`config.mk`:
```
export PLATFORM = sky130hd
export DESIGN_NAME = elev_beep_seq_flat
export DESIGN_NICKNAME = d
export VERILOG_FILES = /design/src/rtl/elev_beep_pkg.sv /design/src/rtl/elev_beep_seq_if.sv /design/src/rtl/beep_req_sync.sv /design/src/rtl/elev_beep_seq.sv /design/src/flat_wrapper.sv
export SDC_FILE = /design/constraint.sdc
export NUM_CORES = 1
export LEC_CHECK = 0
export ABC_AREA = 1
export CAP_MARGIN = 5
export CORE_MARGIN = 2
export CORE_UTILIZATION = 50
export CTS_BUF_LIST = sky130_fd_sc_hd__clkbuf_8 sky130_fd_sc_hd__clkbuf_16
export CTS_CLUSTER_DIAMETER = 150
export CTS_CLUSTER_SIZE = 10
export DETAILED_ROUTE_END_ITERATION = 8
export GPL_TIMING_DRIVEN = 0
export MAX_ROUTING_LAYER = met4
export PLACE_DENSITY_LB_ADDON = 0.08
export SLEW_MARGIN = 20
export SYNTH_ARGS = -nofsm -noshare
export SYNTH_HDL_FRONTEND = slang
export SYNTH_SLANG_ARGS = --single-unit
```
`constraint.sdc`:
```
create_clock -name clk_beep -period 1.91 [get_ports clk_beep]
set_input_delay 0.191 -clock clk_beep [delete_from_list [all_inputs] [get_ports clk_beep]]
set_output_delay 0.191 -clock clk_beep [all_outputs]
set_load 0.05 [all_outputs]
```
`src/rtl/elev_beep_pkg.sv`:
```
// Shared types and constants for the elevator buzzer pattern sequencer.
// Pattern codes, FSM states, burst counts and small constant helpers.
package elev_beep_pkg;

  typedef enum logic [1:0] {
    BEEP_NONE   = 2'd0,
    BEEP_CLICK  = 2'd1,
    BEEP_ARRIVE = 2'd2,
    BEEP_ALARM  = 2'd3
  } beep_code_e;

  typedef enum logic [1:0] {
    S_IDLE = 2'd0,
    S_ON   = 2'd1,
    S_OFF  = 2'd2
  } beep_state_e;

  localparam logic [1:0] BURSTS_CLICK  = 2'd1;
  localparam logic [1:0] BURSTS_ARRIVE = 2'd2;
  localparam logic [1:0] BURSTS_ALARM  = 2'd3;

  function automatic int max3(input int a, input int b, input int c);
    int m;
    m = a;
    if (b > m) m = b;
    if (c > m) m = c;
    return m;
  endfunction

  // Number of bursts in a pattern; NONE never leaves IDLE so 0 is harmless.
  function automatic logic [1:0] burst_count(input beep_code_e c);
    logic [1:0] n;
    case (c)
      BEEP_CLICK:  n = BURSTS_CLICK;
      BEEP_ARRIVE: n = BURSTS_ARRIVE;
      BEEP_ALARM:  n = BURSTS_ALARM;
      default:     n = 2'd0;
    endcase
    return n;
  endfunction

endpackage

```
`src/rtl/elev_beep_seq_if.sv`:
```
// 4-phase req/ack beep-request channel between the 100 ms control logic
// (master) and the buzzer sequencer (slave).
interface elev_beep_seq_if;
  logic       req_i;
  logic [1:0] code_i;
  logic       ack_o;

  modport master (output req_i, output code_i, input ack_o);
  modport slave  (input req_i, input code_i, output ack_o);
endinterface

```
`src/rtl/beep_req_sync.sv`:
```
// Two-flop synchroniser bringing the asynchronous beep request into clk_beep.
// Synchronous active-high reset clears both stages.
module beep_req_sync (
  input  logic clk_beep,
  input  logic rst,
  input  logic d_i,
  output logic q_o
);

  logic meta_q, meta_d;
  logic sync_q, sync_d;

  always_comb begin
    meta_d = d_i;
    sync_d = meta_q;
  end

  always_ff @(posedge clk_beep) begin
    if (rst) begin
      meta_q <= 1'b0;
      sync_q <= 1'b0;
    end else begin
      meta_q <= meta_d;
      sync_q <= sync_d;
    end
  end

  assign q_o = sync_q;

endmodule

```
`src/rtl/elev_beep_seq.sv`:
```
// Buzzer pattern sequencer: accepts beep requests over a 4-phase handshake and
// plays CLICK/ARRIVE/ALARM tone bursts. Define BEEP_PREEMPT_EN to let ALARM preempt.
//
// state  | meaning
// S_IDLE | silent, waiting for a request to accept
// S_ON   | tone burst playing
// S_OFF  | silent gap between bursts
module elev_beep_seq
  import elev_beep_pkg::*;
#(
  parameter int TONE_HALF = 1,
  parameter int ON_CYC    = 100,
  parameter int OFF_CYC   = 100,
  parameter int CLICK_CYC = 20
) (
  input  logic            clk_beep,
  input  logic            rst,
  elev_beep_seq_if.slave  bus,
  input  logic            mute_i,
  output logic            busy_o,
  output logic            done_o,
  output logic            beep_o
);

  localparam int PW = $clog2(max3(ON_CYC, OFF_CYC, CLICK_CYC) + 1);
  localparam int TW = (TONE_HALF > 1) ? $clog2(TONE_HALF) : 1;

  localparam logic [PW-1:0] ON_LAST    = PW'(ON_CYC - 1);
  localparam logic [PW-1:0] OFF_LAST   = PW'(OFF_CYC - 1);
  localparam logic [PW-1:0] CLICK_LAST = PW'(CLICK_CYC - 1);
  localparam logic [TW-1:0] TONE_RLD   = TW'(TONE_HALF - 1);

  beep_state_e   state_q, state_d;
  beep_code_e    code_q, code_d;
  logic [PW-1:0] phase_q, phase_d;
  logic [1:0]    burst_q, burst_d;
  logic          tone_q, tone_d;
  logic [TW-1:0] tcnt_q, tcnt_d;
  logic          ack_q, ack_d;
  logic          done_q, done_d;

  logic          req_s;
  beep_code_e    req_code;
  logic [PW-1:0] burst_last;
  logic          last_burst;
  logic          accept_idle;
  logic          accept_pre;
  logic          accept;

  beep_req_sync u_sync (
    .clk_beep (clk_beep),
    .rst      (rst),
    .d_i      (bus.req_i),
    .q_o      (req_s)
  );

  assign req_code = beep_code_e'(bus.code_i);

  always_comb begin
    state_d = state_q;
    code_d  = code_q;
    phase_d = phase_q;
    burst_d = burst_q;
    tone_d  = tone_q;
    tcnt_d  = tcnt_q;
    ack_d   = ack_q;
    done_d  = 1'b0;

    burst_last  = (code_q == BEEP_CLICK) ? CLICK_LAST : ON_LAST;
    last_burst  = (burst_q == (burst_count(code_q) - 2'd1));
    accept_idle = req_s && !ack_q && (state_q == S_IDLE);
`ifdef BEEP_PREEMPT_EN
    accept_pre  = req_s && !ack_q && (state_q != S_IDLE) &&
                  (req_code == BEEP_ALARM) && (code_q != BEEP_ALARM);
`else
    accept_pre  = 1'b0;
`endif
    accept      = accept_idle || accept_pre;

    // Release follows req_s alone so playback never stalls the requester.
    if (ack_q && !req_s) ack_d = 1'b0;

    case (state_q)
      S_ON: begin
        if (tcnt_q == '0) begin
          tone_d = ~tone_q;
          tcnt_d = TONE_RLD;
        end else begin
          tcnt_d = tcnt_q - 1'b1;
        end
        if (phase_q == burst_last) begin
          phase_d = '0;
          if (last_burst) begin
            state_d = S_IDLE;
            burst_d = '0;
            done_d  = 1'b1;
          end else begin
            state_d = S_OFF;
            burst_d = burst_q + 2'd1;
          end
        end else begin
          phase_d = phase_q + 1'b1;
        end
      end
      S_OFF: begin
        if (phase_q == OFF_LAST) begin
          state_d = S_ON;
          phase_d = '0;
          tone_d  = 1'b1;
          tcnt_d  = TONE_RLD;
        end else begin
          phase_d = phase_q + 1'b1;
        end
      end
      default: begin
        state_d = S_IDLE;
      end
    endcase

    // A preempting accept overrides whatever the running pattern was doing.
    if (accept) begin
      ack_d  = 1'b1;
      code_d = req_code;
      done_d = 1'b0;
      if (req_code != BEEP_NONE) begin
        state_d = S_ON;
        phase_d = '0;
        burst_d = '0;
        tone_d  = 1'b1;
        tcnt_d  = TONE_RLD;
      end
    end
  end

  always_ff @(posedge clk_beep) begin
    if (rst) begin
      state_q <= S_IDLE;
      code_q  <= BEEP_NONE;
      phase_q <= '0;
      burst_q <= '0;
      tone_q  <= 1'b0;
      tcnt_q  <= '0;
      ack_q   <= 1'b0;
      done_q  <= 1'b0;
    end else begin
      state_q <= state_d;
      code_q  <= code_d;
      phase_q <= phase_d;
      burst_q <= burst_d;
      tone_q  <= tone_d;
      tcnt_q  <= tcnt_d;
      ack_q   <= ack_d;
      done_q  <= done_d;
    end
  end

  assign bus.ack_o = ack_q;
  assign busy_o    = (state_q != S_IDLE);
  assign done_o    = done_q;
  assign beep_o    = (state_q == S_ON) && tone_q && !mute_i;

endmodule

```
`src/flat_wrapper.sv`:
```
// flat-port wrapper written by rule: the top's interface ports become plain ports
module elev_beep_seq_flat import elev_beep_pkg::*;
#(
  parameter int TONE_HALF = 1,
  parameter int ON_CYC    = 100,
  parameter int OFF_CYC   = 100,
  parameter int CLICK_CYC = 20
)
  (clk_beep, rst, mute_i, busy_o, done_o, beep_o, bus_req_i, bus_code_i, bus_ack_o);
  elev_beep_seq_if bus_i ();
  input  logic clk_beep;
  input  logic rst;
  input  logic mute_i;
  output logic busy_o;
  output logic done_o;
  output logic beep_o;
  input wire logic [$bits(bus_i.req_i)-1:0] bus_req_i;
  input wire logic [$bits(bus_i.code_i)-1:0] bus_code_i;
  output wire logic [$bits(bus_i.ack_o)-1:0] bus_ack_o;
  assign bus_i.req_i = bus_req_i;
  assign bus_i.code_i = bus_code_i;
  assign bus_ack_o = bus_i.ack_o;
  elev_beep_seq #(.TONE_HALF(TONE_HALF), .ON_CYC(ON_CYC), .OFF_CYC(OFF_CYC), .CLICK_CYC(CLICK_CYC)) u_core (.clk_beep(clk_beep), .rst(rst), .bus(bus_i), .mute_i(mute_i), .busy_o(busy_o), .done_o(done_o), .beep_o(beep_o));
endmodule
```
==> qor_table.md, run 1 <==
| Step | Parameter | Reported |
|:---|:---|:---|
| synthesis | Sequential cell area fraction in the yosys report | 38.3% |
| die | Core footprint | 1920 sq um |
| power | Switching power | 0.168 mW |
| sta | # setup viols final | 0 |
| min path | Worst Hold Launch | rst |
| power | Combinational fraction of design power | 7.2% |
| global route | Number of antenna violations at the first check in global routing | 0 |
| global route | First-pass GRT wire length | 3110 microns |
| clocking | CTS root buf | sky130_fd_sc_hd__clkbuf_8 |
| clocking | TritonCTS clock tree | built |
| sta | Setup repair after global routing missed its margin | false |
| route | Wire length reported by the detailed router | 1740 microns |
| synthesis | Synthesized area | 993 sq um |
| global route | Overall routing resource usage | 17.1% |
| sta | Clk_skew | 0.00187 ns |
| global route | Total global routing overflow | 0 |
| clocking | Setup bufs post-CTS | 0 |
| sta | Slew Viols, Final | 0 |
| synthesis | Area share of the largest cell type after synthesis | 38.3% |
| placed design | Total half-perimeter wirelength after legalization and detailed placement | 1350 microns |
| global route | Vias in the first global route | 766 |
| setup path | Register-to-Register Path Depth | 7 |
| die | Width of the chip | 48.6 microns |
| die | Floorplan die height | 48.6 microns |
| clocking | Maximum root-to-sink buffer count | 2 |
| power | Internal Power | 0.567 mW |
| route | DRC violation count after routing | 0 |
| placed design | Placed cell area | 1110 sq um |
| sta | Shortest period the worst path allows | 1.66 ns |
| synthesis | Cell types with the highest counts after synthesis | sky130_fd_sc_hd__nand2_1 (25), sky130_fd_sc_hd__nor2_1 (23), sky130_fd_sc_hd__inv_1 (21) |
| min path | Count of cells along the worst hold path | 2 |
| sta | Final Hold Vio Count | 0 |
| setup path | Worst path arrival time | 1.47 ns |
| synthesis | Mean post-synth cell area | 7.15 sq um |
| synthesis | Most used flip-flop cell after synthesis | sky130_fd_sc_hd__dfxtp_1 |
| sta | Worst slew margin relative to its limit | 67.4% |
| synthesis | Post-synthesis cell type count | 20 |
| route | Number of violations reported at the end of detailed-routing iteration 0 | 10 |
| sta | Share of the cycle needed by the critical path after routing | 86.8% |
| sta | Transition time of the tightest slew-check pin | 0.488 ns |
| final layout | Post-route design area | 1150 sq um |
| final layout | Count of nets after finishing | 164 |
| route | Count of vias placed by the detailed router | 853 |
| setup path | Highest fanout seen on the critical path | 3 |
| route | Routed wire length on met3 | 49 microns |
| min path | Class of the tightest hold or removal check | input pin to flip-flop |
| final layout | Number of filler instances in the final layout | 206 |
| route | Via density per instance | 4.79 |
| placed design | Buffers on Ports | 8 |
| final layout | Layout overhead on the synthesized area | 15.5% |
| route | Met2 wirelength from detailed routing | 760 microns |
| die | Total I/O pin count | 10 |
| flow run | Number of maximum-capacitance constraint violations | 0 |
| sta | Max Clock Freq | 603 MHz |
| synthesis | Largest cells by area after synthesis | sky130_fd_sc_hd__dfxtp_1 (38%), sky130_fd_sc_hd__nand2_1 (9.4%), sky130_fd_sc_hd__nor2_1 (8.7%), sky130_fd_sc_hd__inv_1 (7.9%), sky130_fd_sc_hd__ha_1 (7.6%) |
| clocking | Number of H-tree branching levels | 1 |
| setup path | Required time of the critical path | 1.72 ns |
| setup path | Category of the most critical setup path | flip-flop to output pin |
| synthesis | Area leader, netlist | sky130_fd_sc_hd__dfxtp_1 |
| global route | Pin count of the biggest net entering global routing | 12 |
| power | Power share of the clock group | 37.7% |
| synthesis | Count of warnings emitted by yosys | 0 |
| synthesis | EDFF count, synth | 0 |
| sta | Setup tns final | 0 ns |
| die | Starting Density | 51.7% |
| route | Routed metal-1 wire length | 905 microns |
| die | Full die area | 2360 sq um |
| route | Highest signal layer in the routed design | met4 |
| clocking | Clock slew seen by the registers of the worst setup and hold paths | 0.07 ns |
| setup path | Beginning of the critical path | u_core.state_q[1] |
| power | Power density over the cells | 641 nW/um^2 |
| route | Number of search-and-repair iterations in the first detailed-routing pass | 4 |
| die | Number of placement rows | 16 |
| setup path | Reg-to-reg setup timing slack | 0.25 ns |
| synthesis | #FFs+latches synth | 19 |
| power | Net switching share of the total power | 22.8% |
| power | Pleak | 0.508 nW |
| setup path | Beginning of the worst register-to-register path | u_core.state_q[1] |
| setup path | Element type at the critical path end | output pin |
| power | Power share of the sequential group | 55.1% |
| clocking | CTS sink count | 19 |
| setup path | Kind of start point of the critical path | flip-flop |
| synthesis | Synthesized netlist cell count | 139 |
| synthesis | Most frequent cell after synthesis | sky130_fd_sc_hd__nand2_1 |
| final layout | Number of antenna repair diodes | 0 |
| route | ANT nets after route | 0 |
| route | Mean routed wirelength per cell | 9.77 microns |
| clocking | Total clock buffers created by CTS | 3 |
| final layout | Layout cells sized above 1 | 7.95% |
| synthesis | Syn_nets | 151 |
| run status | Status | complete, no violations |
| synthesis | Fraction of synthesis flops using an asynchronous set or reset pin | 0% |
| power | Peak ir drop on the vdd network | 451 uV |
| clocking | Clk Latency, worst-skew pair | 0.25 ns |
| placed design | Final Wtd Congestion | 0.808 |
[area by class of cell]
type,instances,area (sq um),area share (%)
Tap cell,27,33.8,2.94
Timing Repair Buffer,8,73.8,6.43
Clock inverter,1,5.00,0.436
Inverter,22,82.6,7.20
Multi-Input combinational cell,97,527,45.9
Sequential cell,19,380,33.2
Buffer,1,3.75,0.327
Clock buffer,3,41.3,3.60
[per-stage QoR]
stage / total power, mW / std cells / hold slack, ns / util, % / worst slack [ns]
finish: 0.735 / 178 / 0.259 / 59.7 / 0.252
CTS: 0.746 / 178 / 0.263 / 59.9 / 0.0741
global route: 0.771 / 178 / 0.301 / 59.7 / 0.0751
global placement: 0.466 / 174 / 0.393 / 57.6 / 0.0819
detailed placement: 0.467 / 174 / 0.398 / 57.6 / 0.0889
floorplan: 0.449 / 139 / 0.298 / - / 0.0511
[metal layers]
metal | up-vias | GRT usage (%)
met5 | - | -
met4 | 0 | 8.57
met3 | 2 | 2.78
met2 | 12 | 26.9
met1 | 377 | 21.3
li1 | 462 | -
[critical path, stage by stage (launching register included)]
cell,delay [ns]
sky130_fd_sc_hd__dfxtp_1,0.36
sky130_fd_sc_hd__inv_1,0.07
sky130_fd_sc_hd__ha_1,0.19
sky130_fd_sc_hd__inv_1,0.07
sky130_fd_sc_hd__dlygate4sd2_1,0.52
[worst paths after layout]
| check | endpoint |
|---|---|
| max | busy_o |
| min | u_core.u_sync.q_o |
| max reg2reg | u_core.phase_q[6] |
| min reg2reg | u_core.u_sync.q_o |
[logic make-up (layout without fill, tap and decap cells)]
kind of cell	after synthesis	in the layout	synth area share, %
AO/OA/AOI/OAI	18	18	9.82
adder cells (fa/ha/maj)	6	6	7.56
buffers and inverters	23	35	8.69
AND/OR/NAND/NOR	67	67	30.4
XOR/XNOR	6	6	5.29
flip-flops	19	19	38.3
[power by group through the flow]
stage,clock network (mW),logic (mW),registers (mW)
floorplan,0,0.0329,0.416
global placement,0,0.0524,0.414
detailed placement,0,0.0532,0.414
CTS,0.288,0.0531,0.405
global route,0.305,0.0603,0.406
finish,0.277,0.0528,0.405
[what timing repair did]
action | in CTS | in global routing
gates resized for setup | 2 | 3
hold buffers | 0 | 0
endpoints found under the setup margin | 2 | 1
[layout by cell type, fill, tap and decap left out]
cell type	n
sky130_fd_sc_hd__nand2_1	25
sky130_fd_sc_hd__nor2_1	23
sky130_fd_sc_hd__inv_1	21
sky130_fd_sc_hd__dfxtp_1	19
sky130_fd_sc_hd__nand3_1	9
sky130_fd_sc_hd__o21ai_0	8
sky130_fd_sc_hd__a21oi_1	8
sky130_fd_sc_hd__xor2_1	6
sky130_fd_sc_hd__ha_1	6
sky130_fd_sc_hd__clkdlybuf4s50_1	6
sky130_fd_sc_hd__clkbuf_8	3
sky130_fd_sc_hd__nor3_1	2
sky130_fd_sc_hd__nand2_2	2
sky130_fd_sc_hd__nor2_2	2
sky130_fd_sc_hd__clkbuf_1	1
sky130_fd_sc_hd__o211a_1	1
sky130_fd_sc_hd__inv_2	1
sky130_fd_sc_hd__o211ai_1	1
sky130_fd_sc_hd__nor3_4	1
sky130_fd_sc_hd__nor3b_2	1
sky130_fd_sc_hd__and3_1	1
sky130_fd_sc_hd__nor4_1	1
sky130_fd_sc_hd__clkinv_2	1
sky130_fd_sc_hd__clkbuf_2	1
sky130_fd_sc_hd__dlygate4sd2_1	1
[flip-flops by register name, summed over array words and instances (netlist names)]
register and cells:
u_core.tcnt_q 1, u_core.tone_q 1, u_core.done_o 1, u_core.u_sync.q_o 1, u_core.bus.ack_o 1, u_core.burst_q 2
u_core.code_q 2, u_core.phase_q 7, u_core.state_q 2, u_core.u_sync.meta_q 1
(Power assumes the default switching activity.)
==> run 2, diff against run 1 <==
Settings changed: ABC_AREA 1 to default, SYNTH_HIERARCHICAL from default to 1.
Clock period 1.91 ns to 1.6 ns, I/O delays scaled along.
==> qor_table.md, run 2 <==
| Step | Parameter | Reported | vs previous |
|:---|:---|:---|:---|
| run status | Status | complete, but fails checks | was complete, no violations |
| run status | Violated checks | negative setup slack |  |
| power | Power density over the cells | 632 nW/um^2 | was 641 nW/um^2 |
| final layout | Most common library cell in the layout ignoring fill and taps | sky130_fd_sc_hd__dfxtp_1 | was sky130_fd_sc_hd__nand2_1 |
| sta | Shortest period the worst path allows | 1.61 ns |  |
| clocking | Total clock buffers created by CTS | 3 | unchanged |
| global route | Pin count of the biggest net entering global routing | 11 | was 12 |
| die | Core footprint | 1920 sq um | unchanged |
| route | Wire length reported by the detailed router | 2150 microns | was 1740 microns |
| placed design | Total half-perimeter wirelength after legalization and detailed placement | 1390 microns | was 1350 microns |
| setup path | Top cell family by delay on the critical path | simple AND/OR/NAND/NOR gates | was buffers and inverters |
| synthesis | Most used flip-flop cell after synthesis | sky130_fd_sc_hd__dfxtp_1 | unchanged |
| final layout | Most flop-heavy register | u_core/phase_q | was u_core.phase_q |
| synthesis | Cell types with the highest counts after synthesis | sky130_fd_sc_hd__dfxtp_1 (19), sky130_fd_sc_hd__nand2_1 (9), sky130_fd_sc_hd__nor2_1 (7), sky130_fd_sc_hd__nor3_1 (7) | was sky130_fd_sc_hd__nand2_1 (25), sky130_fd_sc_hd__nor2_1 (23), sky130_fd_sc_hd__inv_1 (21) |
| sta | # setup viols final | 1 | was 0 |
| die | Full die area | 2370 sq um | was 2360 sq um |
| setup path | Category of the most critical setup path | flip-flop to flip-flop | was flip-flop to output pin |
| global route | Total global routing overflow | 0 | unchanged |
| route | Number of search-and-repair iterations in the first detailed-routing pass | 4 | unchanged |
| synthesis | Area share of the largest cell type after synthesis | 38.1% | was 38.3% |
| synthesis | Area leader, netlist | sky130_fd_sc_hd__dfxtp_1 | unchanged |
| synthesis | #FFs+latches synth | 19 | unchanged |
| sta | Clk_skew | 0.00139 ns | was 0.00187 ns |
| placed design | Cell Count Post-Placement | 141 | was 174 |
| die | Width of the chip | 48.7 microns | was 48.6 microns |
| final layout | Number of antenna repair diodes | 0 | unchanged |
| synthesis | Sequential cell area fraction in the yosys report | 38.1% | was 38.3% |
| clocking | TritonCTS clock tree | built | unchanged |
| synthesis | Main combinational cell family by area after synthesis | simple AND/OR/NAND/NOR gates | unchanged |
| die | Number of placement rows | 16 | unchanged |
| final layout | Number of filler instances in the final layout | 155 | was 206 |
| die | Floorplan die height | 48.7 microns | was 48.6 microns |
| final layout | FF/Latch Area | 388 sq um | was 380 sq um |
| route | Number of violations reported at the end of detailed-routing iteration 0 | 8 | was 10 |
| sta | Final Hold Vio Count | 0 | unchanged |
| sta | Transition time of the tightest slew-check pin | 0.498 ns | was 0.488 ns |
| final layout | Leading cell types in the layout, fill and taps excluded | sky130_fd_sc_hd__dfxtp_1 (13), sky130_fd_sc_hd__nand2_1 (8), sky130_fd_sc_hd__nor2_1 (7) | was sky130_fd_sc_hd__nand2_1 (25), sky130_fd_sc_hd__nor2_1 (23), sky130_fd_sc_hd__inv_1 (21) |
| final layout | Final cell count without fillers | 151 | was 178 |
| route | ANT nets after route | 0 | unchanged |
| setup path | Slowest stage cell on the critical path | sky130_fd_sc_hd__or3b_1 | was sky130_fd_sc_hd__dlygate4sd2_1 |
| synthesis | Fraction of synthesized cell area in xor and xnor cells | 6.15% | was 5.29% |
| synthesis | Mux contribution to synthesized area | 2.01% | was 0% |
| synthesis | Count of warnings emitted by yosys | 6 | was 0 |
| flow run | Number of maximum-capacitance constraint violations | 0 | unchanged |
| setup path | Required time of the critical path | 1.79 ns | was 1.72 ns |
| synthesis | EDFF count, synth | 0 | unchanged |
| final layout | Count of nets after finishing | 137 | was 164 |
| route | DRC violation count after routing | 0 | unchanged |
| setup path | Kind of start point of the critical path | flip-flop | unchanged |
| min path | Worst Hold Launch | u_core/u_sync/meta_q | was rst |
| power | Peak ir drop on the vdd network | 369 uV | was 451 uV |
| clocking | Number of hold buffers added after CTS | 0 | unchanged |
| route | Via density per instance | 5.40 | was 4.79 |
| die | Total I/O pin count | 10 | unchanged |
| setup path | Stage delay of the slowest cell on the critical path | 0.39 ns | was 0.52 ns |
| setup path | Worst R2R End | u_core/burst_q[0] | was u_core.phase_q[6] |
| global route | Vias in the first global route | 824 | was 766 |
| synthesis | Most frequent cell after synthesis | sky130_fd_sc_hd__dfxtp_1 | was sky130_fd_sc_hd__nand2_1 |
| placed design | Buffers on Ports | 9 | was 8 |
| synthesis | Mean post-synth cell area | 9.50 sq um | was 7.15 sq um |
| route | Mean routed wirelength per cell | 14.2 microns | was 9.77 microns |
| clocking | Clock slew seen by the registers of the worst setup and hold paths | 0.07 ns | about the same |
| final layout | Layout overhead on the synthesized area | 38.1% | was 15.5% |
| final layout | Layout cells sized above 1 | 38.7% | was 7.95% |
| setup path | Element type at the critical path end | flip-flop | was output pin |
| synthesis | Fraction of synthesis flops using an asynchronous set or reset pin | 0% | unchanged |
| synthesis | Post-synthesis cell type count | 38 | was 20 |
| placed design | Final Wtd Congestion | 0.726 | was 0.808 |
| clocking | CTS sink count | 19 | unchanged |
| synthesis | Synthesized-area fraction occupied by and/or/nand/nor cells | 29.0% | was 30.4% |
| setup path | Reg-to-reg setup timing slack | -0.01 ns | was 0.25 ns |
| synthesis | Arithmetic-cell share of the synthesized area counting full adders, half adders and majority gates | 7.53% | was 7.56% |
| synthesis | Compound-cell area share of the yosys netlist | 13.6% | was 9.82% |
| setup path | Cell chain of the critical path | inv_2 -> ha_4 -> and4bb_2 -> o211ai_4 -> or3b_1 -> a21oi_1 | was inv_1 -> ha_1 -> inv_1 -> dlygate4sd2_1 |
| sta | Setup tns final | -0.0117 ns | was 0 ns |
| sta | Share of the cycle needed by the critical path after routing | 101% |  |
| sta | Slew Viols, Final | 0 | unchanged |
| setup path | Beginning of the worst register-to-register path | u_core/code_q[1] | was u_core.state_q[1] |
| min path | Class of the tightest hold or removal check | flip-flop to flip-flop | was input pin to flip-flop |
| synthesis | Synthesized area | 997 sq um | was 993 sq um |
| clocking | Clk Latency, worst-skew pair | 0.25 ns | about the same |
| clocking | CTS root buf | sky130_fd_sc_hd__clkbuf_8 | unchanged |
| global route | Overall routing resource usage | 19.6% | was 17.1% |
| sta | Max Clock Freq | 620 MHz |  |
| synthesis | Syn_nets | 117 | was 151 |
| synthesis | Synthesized netlist cell count | 105 | was 139 |
| min path | Endpoint with the worst hold slack | u_core/u_sync/q_o | was u_core.u_sync.q_o |
| sta | Setup repair after global routing missed its margin | true | was false |
| sta | Least setup slack across all paths after layout | -0.0117 ns | was 0.252 ns |
| die | Starting Density | 51.9% | was 51.7% |
| setup path | Worst path arrival time | 1.80 ns | was 1.47 ns |
| route | Count of vias placed by the detailed router | 816 | was 853 |
| setup path | Highest fanout seen on the critical path | 4 | was 3 |
| power | Pleak | 0.475 nW | was 0.508 nW |
| final layout | Largest register FFs | 7 | unchanged |
| min path | Count of cells along the worst hold path | 1 | was 2 |
| final layout | Multi-input logic area | 711 sq um | was 527 sq um |
| sta | Worst slew margin relative to its limit | 66.8% | was 67.4% |
| global route | First-pass GRT wire length | 3510 microns | was 3110 microns |
| clocking | Maximum root-to-sink buffer count | 2 | unchanged |
| global route | Number of antenna violations at the first check in global routing | 0 | unchanged |
| setup path | Worst Path Buf+Inv | 1 | was 3 |
| setup path | Register-to-Register Path Depth | 6 | was 7 |
| synthesis | Largest cells by area after synthesis | sky130_fd_sc_hd__dfxtp_1 (38%), sky130_fd_sc_hd__ha_1 (7.5%), sky130_fd_sc_hd__nor3_1 (3.5%), sky130_fd_sc_hd__xnor2_1 (3.5%), sky130_fd_sc_hd__nand2_1 (3.4%) | was sky130_fd_sc_hd__dfxtp_1 (38%), sky130_fd_sc_hd__nand2_1 (9.4%), sky130_fd_sc_hd__nor2_1 (8.7%), sky130_fd_sc_hd__inv_1 (7.9%), sky130_fd_sc_hd__ha_1 (7.6%) |
| clocking | Number of H-tree branching levels | 1 | unchanged |
## run 2: changes by cell type after synthesis, moves of 3 or more
cell | previous run | this run
sky130_fd_sc_hd__nand2_1 | 25 | 9
sky130_fd_sc_hd__o21ai_0 | 8 | 3
sky130_fd_sc_hd__inv_1 | 21 | 6
sky130_fd_sc_hd__xnor2_1 | 0 | 4
sky130_fd_sc_hd__nor3_1 | 2 | 7
sky130_fd_sc_hd__xor2_1 | 6 | 3
sky130_fd_sc_hd__nor2b_1 | 0 | 3
sky130_fd_sc_hd__a21oi_1 | 8 | 2
sky130_fd_sc_hd__nor2_1 | 23 | 7
sky130_fd_sc_hd__nand3_1 | 9 | 2
## run 2: cell families (layout without fill, tap and decap cells)
kind of cell	after synthesis	after routing
and+or+nand+nor	47	47
xor gates and xnor gates	7	7
DFF	19	19
buffers and inverters	9	28
muxes	2	2
AOI/OAI and AO/OA	15	15
adders and majority gates	6	6
## run 2: metal layers
metal,vias to the layer above,GRT usage (%),share of wire [%]
li1,413,-,-
met1,390,23.8,43
met2,11,32.2,54
met3,2,4.01,2.3
met4,0,7.14,0.51
met5,-,-,0
## run 2: power by group
| group | switching [mW] | internal (mW) | total [mW] | leakage [nW] |
|---|---|---|---|---|
| logic | 0.0325 | 0.0327 | 0.0652 | 0.291 |
| registers | 0.00400 | 0.479 | 0.483 | 0.157 |
| clock network | 0.152 | 0.170 | 0.322 | 0.0269 |
| total | 0.188 | 0.682 | 0.871 | 0.475 |
## run 2: through the flow
| stage | power (mW) | worst slack (ns) | utilization (%) | area (sq um) | hold WS [ns] |
|---|---|---|---|---|---|
| 6_report | 0.871 | -0.0117 | 71.7 | 1380 | 0.449 |
| 5_1_grt | 0.910 | -0.0554 | 71.7 | 1380 | 0.471 |
| 4_1_cts | 0.872 | 0.00111 | 62.8 | 1210 | 0.450 |
| 3_5_place_dp | 0.543 | -0.341 | 58.3 | 1120 | 0.430 |
| 3_3_place_gp | 0.542 | -0.316 | 58.3 | 1120 | 0.429 |
| 2_1_floorplan | 0.519 | 0.00982 | - | 997 | 0.229 |
## run 2: worst max-delay path by stage
| stage | to | depth (start not counted) | start | slack (ns) |
|---|---|---|---|---|
| global placement | beep_o | 5 | u_core/state_q[1] | -0.32 |
| global route | u_core/burst_q[0] | 6 | u_core/code_q[1] | -0.06 |
| detailed placement | beep_o | 5 | u_core/state_q[1] | -0.34 |
| finish | u_core/burst_q[0] | 6 | u_core/code_q[1] | -0.01 |
| floorplan | beep_o | 4 | u_core/state_q[1] | 0.01 |
| CTS | u_core/burst_q[0] | 6 | u_core/phase_q[0] | 0.001 |
## run 2: cell type report
cell class,count,share of cell area (%)
plain buffers,2,1.63
well taps,27,2.45
clock inverters,1,0.272
clock buffers,3,3.00
multi-input cells,77,51.6
flip-flops and latches,19,28.2
repair buffers,16,11.3
inverters,6,1.63
## run 2: worst reg2reg max path, stage by stage, from the launching register on
cell                       delay (ns)
sky130_fd_sc_hd__dfxtp_2         0.34
sky130_fd_sc_hd__inv_2           0.05
sky130_fd_sc_hd__ha_4            0.16
sky130_fd_sc_hd__and4bb_2        0.36
sky130_fd_sc_hd__o211ai_4        0.10
sky130_fd_sc_hd__or3b_1          0.39
sky130_fd_sc_hd__a21oi_1         0.15
## run 2: repair_timing
item / in CTS / in global routing
pin swaps: 3 / 15
cloned: 0 / 0
endpoints found under the setup margin: 14 / 15
buffers inserted: 5 / 2
resized for setup: 14 / 36
